File: src/rtl/mem_bus_pkg.sv
// Shared types for the two-master memory bus arbiter.
// State encoding, master index type and default timeout.
package mem_bus_pkg;

  typedef enum logic {
    IDLE = 1'b0,
    BUSY = 1'b1
  } arb_state_e;

  typedef logic [0:0] mst_idx_t;

  localparam int TIMEOUT_DEF = 255;

endpackage

File: src/rtl/arb_pick2.sv
// Two-way winner select: a tie goes to the master not granted last.
// Driving last=0 makes master 1 win every tie (fixed priority).
module arb_pick2
  import mem_bus_pkg::*;
(
  input  logic     req0,
  input  logic     req1,
  input  mst_idx_t last,
  output mst_idx_t pick
);

  always_comb begin
    pick = 1'b0;
    if (req0 && req1) begin
      pick = ~last;
    end else if (req1) begin
      pick = 1'b1;
    end
  end

endmodule

File: src/rtl/mem_arbiter.sv
// Two-master to one-slave memory arbiter with slave-ack timeout.
// Define ARB_ROUND_ROBIN_EN for round-robin ties; default is m1 priority.
module mem_arbiter
  import mem_bus_pkg::*;
#(
  parameter int ADDR_W  = 32,
  parameter int DATA_W  = 32,
  parameter int TIMEOUT = TIMEOUT_DEF
) (
  input  logic                clk_i,
  input  logic                rst_i,
  input  logic                m0_req_i,
  input  logic                m0_we_i,
  input  logic [ADDR_W-1:0]   m0_addr_i,
  input  logic [DATA_W-1:0]   m0_wdata_i,
  input  logic [DATA_W/8-1:0] m0_be_i,
  output logic [DATA_W-1:0]   m0_rdata_o,
  output logic                m0_ack_o,
  output logic                m0_err_o,
  input  logic                m1_req_i,
  input  logic                m1_we_i,
  input  logic [ADDR_W-1:0]   m1_addr_i,
  input  logic [DATA_W-1:0]   m1_wdata_i,
  input  logic [DATA_W/8-1:0] m1_be_i,
  output logic [DATA_W-1:0]   m1_rdata_o,
  output logic                m1_ack_o,
  output logic                m1_err_o,
  output logic                s_req_o,
  output logic                s_we_o,
  output logic [ADDR_W-1:0]   s_addr_o,
  output logic [DATA_W-1:0]   s_wdata_o,
  output logic [DATA_W/8-1:0] s_be_o,
  input  logic [DATA_W-1:0]   s_rdata_i,
  input  logic                s_ack_i
);

  localparam logic [7:0] TMO_CNT = 8'(TIMEOUT);

  arb_state_e state;
  arb_state_e state_nxt;
  mst_idx_t   gnt;
  mst_idx_t   pick;
  mst_idx_t   last;
  logic [7:0] wait_cnt;
  logic       grant;
  logic       done;
  logic       tmo;

  arb_pick2 u_pick (
    .req0 (m0_req_i),
    .req1 (m1_req_i),
    .last (last),
    .pick (pick)
  );

`ifdef ARB_ROUND_ROBIN_EN
  always_ff @(posedge clk_i or posedge rst_i) begin
    if (rst_i) begin
      last <= 1'b1;
    end else if (grant) begin
      last <= pick;
    end
  end
`else
  assign last = 1'b0;
`endif

  always_ff @(posedge clk_i or posedge rst_i) begin
    if (rst_i) begin
      state <= IDLE;
    end else begin
      state <= state_nxt;
    end
  end

  // Ack beats a timeout landing in the same cycle.
  always_comb begin
    state_nxt = state;
    grant     = 1'b0;
    done      = 1'b0;
    tmo       = 1'b0;
    unique case (state)
      IDLE: begin
        if (m0_req_i || m1_req_i) begin
          grant     = 1'b1;
          state_nxt = BUSY;
        end
      end
      BUSY: begin
        if (s_ack_i) begin
          done      = 1'b1;
          state_nxt = IDLE;
        end else if (wait_cnt == TMO_CNT) begin
          tmo       = 1'b1;
          state_nxt = IDLE;
        end
      end
    endcase
  end

  always_ff @(posedge clk_i or posedge rst_i) begin
    if (rst_i) begin
      gnt       <= 1'b0;
      wait_cnt  <= '0;
      s_req_o   <= 1'b0;
      s_we_o    <= 1'b0;
      s_addr_o  <= '0;
      s_wdata_o <= '0;
      s_be_o    <= '0;
    end else if (grant) begin
      gnt       <= pick;
      wait_cnt  <= '0;
      s_req_o   <= 1'b1;
      s_we_o    <= pick[0] ? m1_we_i    : m0_we_i;
      s_addr_o  <= pick[0] ? m1_addr_i  : m0_addr_i;
      s_wdata_o <= pick[0] ? m1_wdata_i : m0_wdata_i;
      s_be_o    <= pick[0] ? m1_be_i    : m0_be_i;
    end else if (done || tmo) begin
      s_req_o <= 1'b0;
    end else if (state == BUSY) begin
      wait_cnt <= wait_cnt + 8'd1;
    end
  end

  assign m0_ack_o   = done && !gnt[0];
  assign m1_ack_o   = done && gnt[0];
  assign m0_err_o   = tmo && !gnt[0];
  assign m1_err_o   = tmo && gnt[0];
  assign m0_rdata_o = m0_ack_o ? s_rdata_i : '0;
  assign m1_rdata_o = m1_ack_o ? s_rdata_i : '0;

endmodule

File: config.mk
export PLATFORM = sky130hd
export DESIGN_NAME = mem_arbiter
export DESIGN_NICKNAME = d
export VERILOG_FILES = /design/src/rtl/mem_bus_pkg.sv /design/src/rtl/arb_pick2.sv /design/src/rtl/mem_arbiter.sv
export SDC_FILE = /design/constraint.sdc
export NUM_CORES = 1
export LEC_CHECK = 0
export CAP_MARGIN = 40
export CORE_AREA = 2 2 122 124
export CTS_BUF_LIST = sky130_fd_sc_hd__clkbuf_2
export DETAILED_ROUTE_END_ITERATION = 8
export DIE_AREA = 0 0 124 126
export PLACE_DENSITY_LB_ADDON = 0.2
export SLEW_MARGIN = 20
export SYNTH_ARGS = -nofsm -noshare
export SYNTH_HDL_FRONTEND = slang
export SYNTH_SLANG_ARGS = --single-unit
File: constraint.sdc
create_clock -name clk_i -period 2.3 [get_ports clk_i]
set_input_delay 0.46 -clock clk_i [delete_from_list [all_inputs] [get_ports clk_i]]
set_output_delay 0.46 -clock clk_i [all_outputs]
set_load 0.01 [all_outputs]
==> impl_summary.txt <==
----------------------------------------------------
[Clocking]
  TritonCTS Buffers ... 9
  Clock root cell ... clkbuf_2
  Number of H-tree levels ... 3
  Number of clock sinks ... 80
  Clock slew at the register clock pins of the worst setup and hold paths ... 230 ps
  Insertion delay of the later-clocked pin in the worst-skew pair ... 540 ps
  Bufs on Longest Clock Path ... 2
  TritonCTS clock tree ... yes

[Timing]
  Final setup violation count ... 2
  Max Transition Viols Final ... 0
  Crit path setup slack, layout ... -27.0 ps
  Actual transition at the worst max-transition pin ... 595 ps
  Final critical delay including setup and external delays ... 2330 ps
  Achievable Freq ... 430 MHz
  Worst clock skew ... 32.5 ps
  Unrepaired setup endpoints after global routing ... true
  Period utilisation layout ... 101%
  Worst slew slack as a fraction of its limit ... 60.2%
  Final Hold Vio Count ... 0

[Global route]
  Global-route wire length before repair ... 21.0 mm
  Sum of overflow across all layers after global routing ... 0
  Overall Global Routing Usage ... 17.4%
  Antenna violations before repair ... 2
  Via count of the first global-routing pass ... 4064
  Pin count of the biggest net entering global routing ... 75

[Yosys]
  Syn nets ... 603
  Number of standard cells after synthesis ... 427
  Most area-consuming cells after synthesis ... dfrtp_1 49%, mux2i_1 17%, and2_1 9.8%, o21ai_0 8.6%, nand2_1 6.9%
  Number of flops mapped to enable cells by yosys ... 0
  Post-synthesis sequential area ratio ... 48.9%
  Cell with the most instances after synthesis ... dfrtp_1
  Unique cell type count in the Yosys netlist ... 27
  Synth Flop Type ... dfrtp_1
  Area share of the leading cell type in the synthesized netlist ... 48.9%
  Synthesized flop and latch total ... 80
  Proportion of synthesized flip-flops having asynchronous set or reset ... 100%
  Most common library cells after synthesis ... 80 x dfrtp_1, 75 x nand2_1, 70 x mux2i_1, 70 x o21ai_0, 64 x and2_1
  Post-Syn Area ... 4100 um^2
  Ys Warns ... 0
  Post-synthesis area per instance ... 9.59 um^2
  Cell type with the highest aggregate area in the netlist ... dfrtp_1

[Critical path]
  Most used cell along the critical path ... buf_6
  Worst path arrival time ... 1870 ps
  Nature of the critical path startpoint ... input port
  Data required time of the worst path ... 1840 ps
  Capturing element type of the critical path ... primary output
  Largest fanout on the critical path ... 8
  Setup Crit Path Kind ... in -> out
  Cell at the slowest stage of the critical path ... clkdlybuf4s50_1
  Critical-path cell list ... clkdlybuf4s50_1 > nand2_2 > nor2_4 > buf_6 > buf_8 > buf_4 > and2_4 > buf_6
  Cell class contributing the biggest share of worst-path delay ... buffers and inverters
  CP Buf/Inv Count ... 5
  Delay of the slowest cell on the worst path ... 530 ps

[Power]
  Leakage ... 3.45 nW
  Largest vdd supply drop ... 0.000322 V
  Total power per unit cell area ... 751 nW/um^2
  Total Power ... 0.00569 W

[Floorplan]
  Effective utilization at floorplan ... 28.6%
  Row count ... 44
  Number of primary I/O pins ... 313
  Die H ... 126 um
  Total die area ... 15600 um^2
  Core Region ... 14300 um^2
  Die X ... 124 um

[Layout]
  Fill cell count ... 1334
  Fraction of final layout cells sized beyond drive strength 1 ... 17.4%
  Net count reported at finish ... 919
  Final Core Density ... 52.9%
  Area added between synthesis and finish ... 85.0%

[Flow run]
  # Max-Cap Violations ... 0

[Routing]
  Via Count ... 4090
  Final wirelength ... 14.1 mm
  Final routed wire length divided by cell count ... 15.1 um
  Drc violations ... 0
  Number of DRC markers in iteration 0 ... 108
  Vias per cell ... 4.38
  Post-route antenna net violation count ... 0
  First drt pass iteration count ... 4

[Outcome]
  Run status ... finished with violations
  Failing checks ... negative setup slack

[Placement]
  HPWL Detailed ... 10.9 mm
  Port buffer count ... 312
  Global placer's final weighted congestion ... 0.842
  Post-placement worst setup slack ... -291 ps

[Min path]
  HP Class ... in -> reg

----------------------------------------------------
## logic make-up after synthesis
kind of cell             Yosys count  synth area share [%]
flip-flops                        80                  48.9
AND/OR/NAND/NOR                  155                  18.7
AO/OA/AOI/OAI                     86                  11.3
multiplexers                      70                  17.1
XOR/XNOR                           1                 0.214
buffers and inverters             34                  3.54
adder cells (fa/ha/maj)            1                 0.305
## layout by cell type, fill, tap and decap left out, types with 11 or more instances in the layout
cell type / netlist / layout
buf_6: 0 / 11
nand2_1: 75 / 73
mux2i_1: 70 / 70
o21ai_0: 70 / 70
buf_4: 2 / 14
clkdlybuf4s50_1: 0 / 243
dfrtp_1: 80 / 80
clkbuf_2: 0 / 48
buf_2: 8 / 13
and2_1: 64 / 54
## power breakdown
part	switching, W	internal (W)	leakage (nW)
Sequential	0.000254	0.00187	0.991
Combinational	0.00121	0.00157	2.39
Clock	0.000523	0.000260	0.0693
Total	0.00199	0.00370	3.45
## routing by layer
layer | up-vias | global-route usage, % | wire (um)
li1 | 2078 | - | -
met1 | 1877 | 19.8 | 5560
met2 | 123 | 31.4 | 7470
met3 | 12 | 5.03 | 923
met4 | 0 | 5.02 | 170
met5 | - | 0 | 0
## worst register-to-register path, cell delays in order (launching register included)
cell and delay [ps]:
dfrtp_1 420, buf_4 110, buf_4 110, nor2b_2 160
buf_4 120, o21ai_1 90, or4_1 510, a21oi_1 140
## path summary, 6_finish.rpt
path	slack (ps)	from	depth (start not counted)	endpoint
max in group asynchronous	1450	rst_i	3	s_wdata_o[6]
max	-30	s_ack_i	8	m1_rdata_o[31]
max reg2reg	550	state	7	wait_cnt[7]
min reg2reg	510	s_wdata_o[7]	2	s_wdata_o[7]
min	230	m1_req_i	2	gnt
min in group asynchronous	300	rst_i	2	s_addr_o[25]
## area by class of cell
type	instances	area [um^2]	area share (%)
diodes	2	5.00	0.0661
well taps	184	230	3.04
clock inverters	7	76.3	1.01
clock buffers	9	45.0	0.595
flip-flops and latches	80	2000	26.4
repair buffers	335	3170	41.8
inverters	4	18.8	0.248
multi-input cells	313	2030	26.8
## flip-flops by register name, summed over array words and instances, names as in the netlist
name / cells
gnt: 1
wait_cnt: 8
s_addr_o: 32
s_be_o: 4
s_we_o: 1
state: 1
s_req_o: 1
s_wdata_o: 32
## repair_timing
item,4_1_cts,5_1_grt
endpoints found under the setup margin,68,67
gates cloned,0,2
resized for setup,143,116
pin swaps,1,6
hold endpoints to repair,0,0
hold buffers,0,0
buffers inserted,3,6
## metrics by stage
stage               cells  area, um^2  hold WS [ps]  setup TNS, ps
floorplan             427        4100           472              0
global placement      905        7510           461         -15040
detailed placement    905        7510           469         -17310
CTS                   924        7650           163           -478
global route          934        7580           163          -1580
finish                934        7580           231          -48.1
No activity file was read; power rests on OpenSTA's default activity.
